## src/rtl/main_cache_pkg.sv

```systemverilog
`default_nettype none
// ============================================================================
// Module   : main_cache_pkg
// Brief    : Geometry, FSM states and tree-PLRU helpers for the main cache.
// Revision : 1.0 - initial release
// ============================================================================
package main_cache_pkg;

    localparam int S_WAY     = 2;
    localparam int S_WAY_NUM = 4;
    localparam int S_PLRU    = 3;
    localparam int S_INDEX   = 4;
    localparam int S_MASK    = 32;
    localparam int S_SETS    = 1 << S_INDEX;

    typedef enum logic [1:0] {
        IDLE  = 2'd0,
        CHECK = 2'd1,
        SWAP  = 2'd2,
        FILL  = 2'd3
    } state_t;

    // Point the tree away from the touched way; the other pair's bit is kept.
    function automatic logic [S_PLRU-1:0] plru_touch(input logic [S_PLRU-1:0] plru,
                                                     input logic [S_WAY-1:0]  way);
        logic [S_PLRU-1:0] w_next;
        w_next    = plru;
        w_next[0] = ~way[1];
        if (way[1]) w_next[2] = ~way[0];
        else        w_next[1] = ~way[0];
        return w_next;
    endfunction

    function automatic logic [S_WAY-1:0] plru_victim(input logic [S_PLRU-1:0] plru);
        return plru[0] ? {1'b1, plru[2]} : {1'b0, plru[1]};
    endfunction

endpackage
`default_nettype wire

```

## src/rtl/main_cache_victim_sel.sv

```systemverilog
`default_nettype none
// ============================================================================
// Module   : main_cache_victim_sel
// Brief    : Picks the lowest invalid way, else the tree-PLRU victim.
// Revision : 1.0 - initial release
// ============================================================================
module main_cache_victim_sel
    import main_cache_pkg::*;
(
    input  logic [S_WAY_NUM-1:0] i_valid_row,
    input  logic [S_PLRU-1:0]    i_plru,
    output logic [S_WAY-1:0]     o_victim
);

    // Scan downwards so the lowest invalid way wins.
    always_comb begin
        o_victim = plru_victim(i_plru);
        for (int i = S_WAY_NUM - 1; i >= 0; i--) begin
            if (!i_valid_row[i]) o_victim = S_WAY'(i);
        end
    end

endmodule
`default_nettype wire

```

## src/rtl/main_cache_control.sv

```systemverilog
`default_nettype none
// ============================================================================
// Module   : main_cache_control
// Brief    : Control FSM for the 4-way main cache: hits, PLRU, victim swap, fill.
// Revision : 1.0 - initial release
// ============================================================================
module main_cache_control
    import main_cache_pkg::*;
(
    input  logic                 clk,
    input  logic                 rst,
    input  logic                 mem_read,
    input  logic                 mem_write,
    input  logic [S_MASK-1:0]    mem_byte_enable256,
    input  logic [S_INDEX-1:0]   index,
    output logic                 mem_resp,
    input  logic                 hit,
    input  logic [S_WAY-1:0]     way_index,
    input  logic [S_PLRU-1:0]    plru_o,
    output logic [S_WAY_NUM-1:0] data_we,
    output logic [S_WAY_NUM-1:0] tag_we,
    output logic [S_WAY_NUM-1:0] dirty_we,
    output logic [S_WAY_NUM-1:0] valid_we,
    output logic                 plru_we,
    output logic [S_PLRU-1:0]    plru_i,
    output logic [S_MASK-1:0]    mask_val,
    output logic                 data_in_sel,
    output logic                 data_out_sel,
    output logic                 valid_i,
    output logic                 dirty_i,
    output logic [S_WAY-1:0]     evict_index,
    output logic                 fill_sel,
    output logic                 evict_valid,
    output logic                 victim_req,
    input  logic                 victim_resp,
    input  logic                 victim_hit,
    output logic                 pmem_read,
    input  logic                 pmem_resp
);

    state_t               r_state;
    state_t               w_state_next;
    logic [S_WAY_NUM-1:0] r_shadow [S_SETS];
    logic [S_WAY-1:0]     r_evict_index;
    logic [S_WAY-1:0]     w_victim;
    logic [S_WAY_NUM-1:0] w_row;
    logic [S_WAY_NUM-1:0] w_hit_onehot;
    logic [S_WAY_NUM-1:0] w_evict_onehot;
    logic                 w_hit_eff;
    logic                 w_install;

    // Datapath valid bits are not trusted after reset; the shadow gates hits.
    assign w_row          = r_shadow[index];
    assign w_hit_eff      = hit & w_row[way_index];
    assign w_hit_onehot   = S_WAY_NUM'(1) << way_index;
    assign w_evict_onehot = S_WAY_NUM'(1) << r_evict_index;
    assign evict_index    = r_evict_index;

    main_cache_victim_sel u_victim_sel (
        .i_valid_row (w_row),
        .i_plru      (plru_o),
        .o_victim    (w_victim)
    );

    always_ff @(posedge clk) begin
        if (rst) begin
            r_state       <= IDLE;
            r_evict_index <= '0;
            for (int s = 0; s < S_SETS; s++) r_shadow[s] <= '0;
        end else begin
            r_state <= w_state_next;
            if (r_state == CHECK && !w_hit_eff) r_evict_index <= w_victim;
            if (w_install) r_shadow[index][r_evict_index] <= 1'b1;
        end
    end

    always_comb begin
        w_state_next = r_state;
        w_install    = 1'b0;
        mem_resp     = 1'b0;
        data_we      = '0;
        tag_we       = '0;
        dirty_we     = '0;
        valid_we     = '0;
        plru_we      = 1'b0;
        plru_i       = '0;
        mask_val     = '0;
        data_in_sel  = 1'b0;
        data_out_sel = 1'b0;
        valid_i      = 1'b0;
        dirty_i      = 1'b0;
        fill_sel     = 1'b0;
        evict_valid  = 1'b0;
        victim_req   = 1'b0;
        pmem_read    = 1'b0;

        case (r_state)
            IDLE: begin
                if (mem_read | mem_write) w_state_next = CHECK;
            end
            CHECK: begin
                if (w_hit_eff) begin
                    mem_resp     = 1'b1;
                    plru_we      = 1'b1;
                    plru_i       = plru_touch(plru_o, way_index);
                    // A simultaneous read and write is serviced as a write.
                    if (mem_write) begin
                        data_we  = w_hit_onehot;
                        dirty_we = w_hit_onehot;
                        mask_val = mem_byte_enable256;
                        dirty_i  = 1'b1;
                    end
                    w_state_next = IDLE;
                end else begin
                    w_state_next = SWAP;
                end
            end
            SWAP: begin
                victim_req   = 1'b1;
                data_out_sel = 1'b1;
                evict_valid  = w_row[r_evict_index];
                if (victim_resp) begin
                    if (victim_hit) begin
                        data_we      = w_evict_onehot;
                        tag_we       = w_evict_onehot;
                        valid_we     = w_evict_onehot;
                        dirty_we     = w_evict_onehot;
                        data_in_sel  = 1'b1;
                        mask_val     = '1;
                        valid_i      = 1'b1;
                        w_install    = 1'b1;
                        w_state_next = IDLE;
                    end else begin
                        w_state_next = FILL;
                    end
                end
            end
            FILL: begin
                pmem_read    = 1'b1;
                fill_sel     = 1'b1;
                data_out_sel = 1'b1;
                if (pmem_resp) begin
                    data_we      = w_evict_onehot;
                    tag_we       = w_evict_onehot;
                    valid_we     = w_evict_onehot;
                    dirty_we     = w_evict_onehot;
                    mask_val     = '1;
                    valid_i      = 1'b1;
                    w_install    = 1'b1;
                    w_state_next = IDLE;
                end
            end
            default: w_state_next = IDLE;
        endcase
    end

endmodule
`default_nettype wire

```

## config.mk

```make
export PLATFORM = sky130hd
export DESIGN_NAME = main_cache_control
export DESIGN_NICKNAME = d
export VERILOG_FILES = /design/src/rtl/main_cache_pkg.sv /design/src/rtl/main_cache_victim_sel.sv /design/src/rtl/main_cache_control.sv
export SDC_FILE = /design/constraint.sdc
export NUM_CORES = 1
export LEC_CHECK = 0
export CAP_MARGIN = 20
export CORE_UTILIZATION = 50
export DETAILED_ROUTE_END_ITERATION = 8
export DONT_BUFFER_PORTS = 1
export PLACE_DENSITY = 0.75
export SYNTH_ARGS = -nofsm -noshare
export SYNTH_HDL_FRONTEND = slang
export SYNTH_SLANG_ARGS = --single-unit
```

## constraint.sdc

```tcl
create_clock -name clk -period 2.75 [get_ports clk]
set_input_delay 0.4125 -clock clk [delete_from_list [all_inputs] [get_ports clk]]
set_output_delay 0.4125 -clock clk [all_outputs]
set_load 0.03 [all_outputs]
```

==> results of run 1 <==
==> cell families (layout without fill, tap and decap cells) <==
family,count (synthesis),in the layout,synth area share
muxes,32,32,0.1413
buffers and inverters,81,99,0.1014
and+or+nand+nor,136,136,0.1650
AOI/OAI and AO/OA,122,122,0.2119
DFF,68,68,0.3804
==> synthesized netlist by cell type, types with 2 or more instances <==
| cell | count |
|---|---|
| sky130_fd_sc_hd__a21oi_1 | 72 |
| sky130_fd_sc_hd__a2bb2oi_1 | 2 |
| sky130_fd_sc_hd__a31o_2 | 2 |
| sky130_fd_sc_hd__and3_1 | 2 |
| sky130_fd_sc_hd__buf_2 | 5 |
| sky130_fd_sc_hd__buf_4 | 12 |
| sky130_fd_sc_hd__clkbuf_1 | 24 |
| sky130_fd_sc_hd__dfxtp_1 | 68 |
| sky130_fd_sc_hd__inv_1 | 38 |
| sky130_fd_sc_hd__mux2_2 | 7 |
| sky130_fd_sc_hd__mux2i_1 | 10 |
| sky130_fd_sc_hd__mux4_2 | 14 |
| sky130_fd_sc_hd__nand2_1 | 11 |
| sky130_fd_sc_hd__nand2b_1 | 13 |
| sky130_fd_sc_hd__nand3_1 | 2 |
| sky130_fd_sc_hd__nor2_1 | 89 |
| sky130_fd_sc_hd__nor2b_1 | 3 |
| sky130_fd_sc_hd__nor3_1 | 10 |
| sky130_fd_sc_hd__nor3b_1 | 2 |
| sky130_fd_sc_hd__o22ai_1 | 3 |
| sky130_fd_sc_hd__o31ai_1 | 33 |
| sky130_fd_sc_hd__or2_2 | 2 |
==> cell type report <==
| class | instances | area, um2 |
|---|---|---|
| multi-input cells | 290 | 2352 |
| fillers | 509 | 2112 |
| flip-flops and latches | 68 | 1363 |
| repair buffers | 46 | 569.3 |
| clock buffers | 12 | 165.2 |
| inverters | 38 | 142.6 |
| well taps | 96 | 120.1 |
| clock inverters | 3 | 45.04 |
==> flip-flops by register name, summed over array words and instances (netlist names) <==
| register | count |
|---|---|
| r_shadow | 64 |
| evict_index | 2 |
| r_state | 2 |
==> worst paths after layout <==
kind / startpoint / end / slack (ps) / cells past startpoint
max: r_shadow[9][2] / mask_val[10] / -250 / 9
min reg2reg: r_shadow[12][1] / r_shadow[12][1] / 470 / 2
min: rst / r_state[0] / 140 / 1
max reg2reg: r_shadow[9][2] / evict_index[1] / 300 / 7
==> power by group through the flow <==
stage                     Clock (W)  Sequential [W]  Combinational (W)
after CTS                  0.000860        0.000992           0.000422
after global placement            0         0.00102           0.000372
final                      0.000849        0.000993           0.000442
after global routing       0.000909        0.000993           0.000465
after detailed placement          0         0.00102           0.000378
after floorplan                   0         0.00102           0.000335
==> metal layers <==
layer  vias to the layer above  wire length (um)  GRT usage
met1                      1567              3905     0.3215
met5                         -                 0          0
met3                         9               644    0.07238
li1                       1541                 -          -
met2                       106              4787     0.4214
met4                         0                61    0.07424
==> per-stage QoR <==
step                      setup TNS (ps)  power (W)  setup WS [ps]  instance area, um2  instances
final                              -8109   0.002284         -247.7                4757        553
after floorplan                    -3186   0.001351         -174.9                4043        439
after detailed placement               0   0.001393          8.858                4327        530
after global placement                 0   0.001387          47.87                4327        530
after global routing              -11660   0.002367         -332.9                4757        553
after CTS                          -7501   0.002275         -239.6                4664        551
==> repair_timing <==
| item | 4_1_cts | 5_1_grt |
|---|---|---|
| hold endpoints to repair | 0 | 0 |
| setup endpoints to repair | 38 | 42 |
| gates resized for setup | 1 | 11 |
| cloned | 1 | 1 |
| pin swaps | 0 | 3 |
| hold buffers | 0 | 0 |
| buffers inserted | 5 | 1 |
==> worst reg2reg max path, cell delays in order, from the launching register on <==
cell                      delay, ps
sky130_fd_sc_hd__dfxtp_1        320
sky130_fd_sc_hd__mux4_2         480
sky130_fd_sc_hd__mux4_2         510
sky130_fd_sc_hd__o22ai_4        160
sky130_fd_sc_hd__buf_4          140
sky130_fd_sc_hd__nor4b_1         40
sky130_fd_sc_hd__a311o_1        350
sky130_fd_sc_hd__mux2_1         340
==> out/metrics.json, run 1 <==
{
  "post-route-util": {"value": 0.6925},
  "p_int": {"value": 0.001657, "unit": "W"},
  "synth_top_cell_by_area": {"value": "sky130_fd_sc_hd__dfxtp_1"},
  "clkPwrFrac": {"value": 0.372},
  "status": {"value": "finished, violations left"},
  "cellLeakagePower": {"value": 1.909, "unit": "nW"},
  "grt_pass1_vias": {"value": 2987},
  "num_vias": {"value": 3223},
  "detail_route.vias_per_cell": {"value": 5.828},
  "violations": {"value": "setup timing"},
  "synth_cell_type_count": {"value": 37},
  "worst_setup_path_start_kind": {"value": "register"},
  "std_cell_rows": {"value": 30},
  "hold_slack": {"value": 139.1, "unit": "ps"},
  "worstMarginPinSlew": {"value": 628.6, "unit": "ps"},
  "pin_count": {"value": 112},
  "synth_flop_cell": {"value": "sky130_fd_sc_hd__dfxtp_1"},
  "die-area": {"value": 7500, "unit": "um2"},
  "n_antenna_cell": {"value": 0},
  "area_growth_syn_to_layout": {"value": 32.94, "unit": "%"},
  "period_share": {"value": 1.090},
  "tritoncts_num_sinks": {"value": 68},
  "slew_headroom": {"value": 0.5804},
  "cts.htree.levels": {"value": 3},
  "finalClockSkew": {"value": 5.920, "unit": "ps"},
  "ys.warnings.count": {"value": 0},
  "required_time_of_the_critical_path": {"value": 2340, "unit": "ps"},
  "start_util": {"value": 0.5209},
  "worst_ir_drop_vdd": {"value": 0.0003295, "unit": "V"},
  "cts-root-buf": {"value": "sky130_fd_sc_hd__clkbuf_8"},
  "powerDensity": {"value": 480.0, "unit": "nW/um2"},
  "buffer_ports.inserted": {"value": 0},
  "critPathBufInv": {"value": 3},
  "psw": {"value": 0.0006269, "unit": "W"},
  "layout.cells.most_common_list": {"value": "sky130_fd_sc_hd__nor2_1, sky130_fd_sc_hd__a21oi_1, sky130_fd_sc_hd__dfxtp_1"},
  "ctsLongestPathBuffers": {"value": 2},
  "timing.critical_path.to_type": {"value": "output pin"},
  "timing.hold.worst.class": {"value": "input port to register"},
  "core": {"value": 6869, "unit": "um2"},
  "antenna_found_initial": {"value": 0},
  "cts.clk_slew.worst_paths": {"value": 70, "unit": "ps"},
  "grt_max_degree": {"value": 71},
  "synth_area_leaders": {"value": "sky130_fd_sc_hd__dfxtp_1, sky130_fd_sc_hd__a21oi_1, sky130_fd_sc_hd__nor2_1, sky130_fd_sc_hd__mux4_2, sky130_fd_sc_hd__o31ai_1"},
  "routed_wire_length_per_instance": {"value": 17.00, "unit": "um"},
  "critical_path_peak_fanout": {"value": 5},
  "synth-edff-count": {"value": 0},
  "crit_family": {"value": "multiplexers"},
  "grt_usage": {"value": 0.2537},
  "worst_skew_pair.late_latency": {"value": 340, "unit": "ps"},
  "drv.max_cap_violation_count": {"value": 0},
  "hold_fails_final_rpt": {"value": 0},
  "worst-setup-path-type": {"value": "register to output pin"},
  "period_needed": {"value": 2998, "unit": "ps"},
  "layout_setup_ws": {"value": -247.7, "unit": "ps"},
  "tritoncts": {"value": "built"},
  "fmaxAchievable": {"value": 333.6, "unit": "MHz"},
  "worst_path_max_delay_cell": {"value": "sky130_fd_sc_hd__mux4_2"},
  "detailedRoute.firstIterationViolations": {"value": 196},
  "gr-total-overflow": {"value": 0},
  "sw_frac_of_total": {"value": 0.2745},
  "first_pass_detailed_route_iteration_total": {"value": 4},
  "ys_seq_elements": {"value": 68},
  "gp_congestion": {"value": 0.8259},
  "ys_async_sr_fraction": {"value": 0},
  "leading_cell_type_in_the_layout_fill_and_taps_excluded": {"value": "sky130_fd_sc_hd__nor2_1"},
  "synth.yosys.seq_area_share": {"value": 0.3804},
  "timing.critical_path.arrival": {"value": 2590, "unit": "ps"},
  "cp_slowest_stage_delay": {"value": 510, "unit": "ps"},
  "mappedNetlistNets": {"value": 488},
  "sequentialPowerShare": {"value": 0.435},
  "fp.dieH": {"value": 86.60, "unit": "um"},
  "grt_pass1_wl": {"value": 14790, "unit": "um"},
  "detailed_place_hpwl": {"value": 6453, "unit": "um"},
  "power.combinational.fraction": {"value": 0.194},
  "setup_repair_after_global_routing_missed_its_margin": {"value": "true"},
  "route.detailed.drc": {"value": 0},
  "slew_limit_fails": {"value": 0},
  "post_synth_design_cell_area": {"value": 3578, "unit": "um2"},
  "drive_above_1_share": {"value": 0.2954},
  "wirelength": {"value": 9400, "unit": "um"},
  "setup_violators_final": {"value": 40},
  "synth_top_cell_area_share": {"value": 0.3804},
  "syn-mean-instance-area": {"value": 8.151, "unit": "um2"},
  "design.final.nets": {"value": 502},
  "die_width": {"value": 86.60, "unit": "um"},
  "antenna_left": {"value": 0},
  "netlist_instances": {"value": 439},
  "cts_made_buffers": {"value": 9},
  "worst_path_most_repeated_cell": {"value": "sky130_fd_sc_hd__mux4_2"},
  "crit_path_cells": {"value": "mux4_2 > mux4_2 > o22ai_4 > nor3_4 > a21oi_4 > buf_12 > clkbuf_16 > o31ai_2 > buf_4"}
}
Note: power is estimated with default switching activity, not from simulation.
==> inputs of run 2 (changes only) <==
--- a/config.mk
+++ b/config.mk
@@ -10,6 +10,7 @@
 export DETAILED_ROUTE_END_ITERATION = 8
 export DONT_BUFFER_PORTS = 1
 export PLACE_DENSITY = 0.75
+export REMOVE_ABC_BUFFERS = 1
 export SYNTH_ARGS = -nofsm -noshare
 export SYNTH_HDL_FRONTEND = slang
 export SYNTH_SLANG_ARGS = --single-unit
==> run 2 against run 1 <==
The run still ends with setup timing left. Critical path depth fell by 1. Largest power group unchanged. Global-route usage grew 0.73 points. Worst setup slack got worse by 18 ps.
==> out/metrics.json, run 2 (synthesis gave the netlist of run 1 again) <==
{
  "critical_path_peak_fanout": {"value": 18, "change": "+13"},
  "setup_repair_after_global_routing_missed_its_margin": {"value": "true"},
  "fp.dieH": {"value": 86.60, "unit": "um", "change": "unchanged"},
  "crit_path_cells": {"value": "mux4_2 > mux4_2 > o22ai_4 > nor3_4 > a21oi_4 > buf_8 > o31ai_1 > buf_4"},
  "finalPower": {"value": 0.002210, "unit": "W", "change": "-3.2%"},
  "die-area": {"value": 7500, "unit": "um2", "change": "unchanged"},
  "detailed_place_hpwl": {"value": 6660, "unit": "um", "change": "+3.2%"},
  "finalClockSkew": {"value": 6.477, "unit": "ps", "change": "+0.5563 ps"},
  "critPathCapture": {"value": "mask_val[21]"},
  "grt_usage": {"value": 0.2610, "change": "+0.007316"},
  "sequential_cell_area": {"value": 1363, "unit": "um2", "change": "unchanged"},
  "tritoncts": {"value": "built"},
  "worst_skew_pair.late_latency": {"value": 340, "unit": "ps", "change": "about the same"},
  "fin_setup_tns": {"value": -9590, "unit": "ps", "change": "-1481 ps"},
  "rr_startpoint": {"value": "r_shadow[11][2]"},
  "largest_register_ff_count": {"value": 64, "change": "unchanged"},
  "worst_path_most_repeated_cell": {"value": "sky130_fd_sc_hd__mux4_2"},
  "design.final.nets": {"value": 517, "change": "+3.0%"},
  "worstMarginPinSlew": {"value": 639.0, "unit": "ps", "change": "+10.44 ps"},
  "antenna_found_initial": {"value": 0, "change": "unchanged"},
  "route.detailed.drc": {"value": 0, "change": "unchanged"},
  "period_share": {"value": 1.097, "change": "+0.006639"},
  "ctsLongestPathBuffers": {"value": 2, "change": "unchanged"},
  "hold_fails_final_rpt": {"value": 0, "change": "unchanged"},
  "r2r_end": {"value": "evict_index[1]"},
  "tritoncts_num_sinks": {"value": 68, "change": "unchanged"},
  "timing.hold.worst.class": {"value": "input port to register"},
  "dp.cells": {"value": 549, "change": "+3.6%"},
  "std_cell_rows": {"value": 30, "change": "unchanged"},
  "multiInputGateArea": {"value": 1914, "unit": "um2", "change": "-19%"},
  "holdCritStartpoint": {"value": "rst"},
  "wirelength": {"value": 9553, "unit": "um", "change": "+1.6%"},
  "detail_route.vias_per_cell": {"value": 5.807, "change": "-0.37%"},
  "drive_above_1_share": {"value": 0.2326, "change": "-0.06285"},
  "core": {"value": 6869, "unit": "um2", "change": "unchanged"},
  "first_pass_detailed_route_iteration_total": {"value": 4, "change": "unchanged"},
  "cts-root-buf": {"value": "sky130_fd_sc_hd__clkbuf_8"},
  "gp_congestion": {"value": 0.8270, "change": "+0.13%"},
  "status": {"value": "finished, violations left"},
  "fmaxAchievable": {"value": 331.6, "unit": "MHz", "change": "-0.61%"},
  "detailed_place.area": {"value": 3984, "unit": "um2", "change": "-7.9%"},
  "post_layout_nonfiller_instances": {"value": 569, "change": "+2.9%"},
  "cellLeakagePower": {"value": 1.857, "unit": "nW", "change": "-2.7%"},
  "cts_made_buffers": {"value": 9, "change": "unchanged"},
  "drv.max_cap_violation_count": {"value": 0, "change": "unchanged"},
  "leading_cell_type_in_the_layout_fill_and_taps_excluded": {"value": "sky130_fd_sc_hd__nor2_1"},
  "worst_setup_path_start_kind": {"value": "register"},
  "pin_count": {"value": 112, "change": "unchanged"},
  "worst-setup-path-type": {"value": "register to output pin"},
  "layout.cells.most_common_list": {"value": "sky130_fd_sc_hd__nor2_1, sky130_fd_sc_hd__a21oi_1, sky130_fd_sc_hd__dfxtp_1"},
  "num_vias": {"value": 3304, "change": "+2.5%"},
  "layout_setup_ws": {"value": -265.9, "unit": "ps", "change": "-18.26 ps"},
  "powerDensity": {"value": 515.0, "unit": "nW/um2", "change": "+7.3%"},
  "grt_pass1_vias": {"value": 3022, "change": "+1.2%"},
  "nFillCells": {"value": 587, "change": "+15%"},
  "ff_to_ff_path_depth": {"value": 8, "change": "+1"},
  "setup_violators_final": {"value": 42, "change": "+5.0%"},
  "routed_wire_length_per_instance": {"value": 16.79, "unit": "um", "change": "-1.2%"},
  "grt_max_degree": {"value": 71, "change": "unchanged"},
  "violations": {"value": "setup timing"},
  "start_util": {"value": 0.5209, "change": "unchanged"},
  "timing.critical_path.arrival": {"value": 2600, "unit": "ps", "change": "about the same"},
  "period_needed": {"value": 3016, "unit": "ps", "change": "+18.26 ps"},
  "final_design_area_no_fill": {"value": 4292, "unit": "um2", "change": "-9.8%"},
  "n_antenna_cell": {"value": 0, "change": "unchanged"},
  "setup.worst_path.start": {"value": "r_shadow[11][2]"},
  "gr-total-overflow": {"value": 0, "change": "unchanged"},
  "largest-register": {"value": "r_shadow"},
  "cts.htree.levels": {"value": 3, "change": "unchanged"},
  "crit_family": {"value": "multiplexers"},
  "antenna_left": {"value": 0, "change": "unchanged"},
  "grt_pass1_wl": {"value": 14980, "unit": "um", "change": "+1.3%"},
  "register_to_register_setup_slack": {"value": 180, "unit": "ps", "change": "-120 ps"},
  "timing.critical_path.depth": {"value": 8, "change": "-1"},
  "required_time_of_the_critical_path": {"value": 2340, "unit": "ps", "change": "about the same"},
  "buffer_ports.inserted": {"value": 0, "change": "unchanged"},
  "hold_slack": {"value": 140.0, "unit": "ps", "change": "+0.8770 ps"},
  "area_growth_syn_to_layout": {"value": 19.93, "unit": "%"},
  "slew_limit_fails": {"value": 0, "change": "unchanged"},
  "critPathBufInv": {"value": 2, "change": "-1"},
  "detailedRoute.firstIterationViolations": {"value": 198, "change": "+1.0%"},
  "slew_headroom": {"value": 0.5740, "change": "-0.006386"},
  "die_width": {"value": 86.60, "unit": "um", "change": "unchanged"},
  "cts.clk_slew.worst_paths": {"value": 70, "unit": "ps", "change": "about the same"},
  "worst_path_max_delay_cell": {"value": "sky130_fd_sc_hd__mux4_2"},
  "timing.critical_path.to_type": {"value": "output pin"},
  "cp_slowest_stage_delay": {"value": 520, "unit": "ps", "change": "about the same"},
  "worst_ir_drop_vdd": {"value": 0.0003790, "unit": "V", "change": "+15%"}
}
run 2: worst min-delay path by stage:
stage,endpoint,cells past startpoint
3_5_place_dp,r_shadow[11][3],2
3_3_place_gp,r_shadow[9][1],2
4_1_cts,r_state[1],1
6_report,r_shadow[7][2],1
2_1_floorplan,r_shadow[14][2],2
5_1_grt,r_shadow[15][0],1
run 2: stage by stage:
| stage | utilization | setup WS, ps |
|---|---|---|
| 6_report | 0.6248 | -265.9 |
| 5_1_grt | 0.6248 | -361.5 |
| 4_1_cts | 0.6282 | -227.5 |
| 3_5_place_dp | 0.5800 | -42.80 |
| 3_3_place_gp | 0.5800 | -8.161 |
| 2_1_floorplan | - | -1932 |
run 2: layer usage:
| metal | track usage | vias up | wire length, um |
|---|---|---|---|
| met5 | 0 | - | 0 |
| met4 | 0.08030 | 0 | 143 |
| met3 | 0.06381 | 15 | 764 |
| met2 | 0.4726 | 159 | 4863 |
| met1 | 0.3037 | 1559 | 3782 |
| li1 | - | 1571 | - |
run 2: where the power goes:
group / total (W) / internal [W] / leakage [nW] / switching (W)
clock network: 0.000895 / 0.000534 / 0.107 / 0.000361
logic: 0.000315 / 0.000119 / 1.20 / 0.000197
registers: 0.000999 / 0.000989 / 0.548 / 0.0000104
total: 0.00221 / 0.00164 / 1.86 / 0.000568
run 2: cell type report:
class,count,area share
Clock buffer,12,0.03382
Clock inverter,4,0.01691
Inverter,38,0.03324
Multi-Input combinational cell,290,0.4461
Sequential cell,68,0.3175
Tap cell,96,0.02799
Timing Repair Buffer,61,0.1245
run 2: what timing repair did:
action                     in CTS  in global routing
gates cloned                    2                  0
pin swaps                       1                  3
setup endpoints to repair      42                 46
resized for setup               7                 11
buffers inserted                4                  2
hold buffers                    0                  0
==> inputs of run 3 (changes only) <==
--- a/config.mk
+++ b/config.mk
@@ -7,6 +7,7 @@
 export LEC_CHECK = 0
 export CAP_MARGIN = 20
 export CORE_UTILIZATION = 50
+export CTS_CLUSTER_SIZE = 25
 export DETAILED_ROUTE_END_ITERATION = 8
 export DONT_BUFFER_PORTS = 1
 export PLACE_DENSITY = 0.75
==> results of run 3 <==
No change in the layout: final DEF, timing and power equal those of run 2.
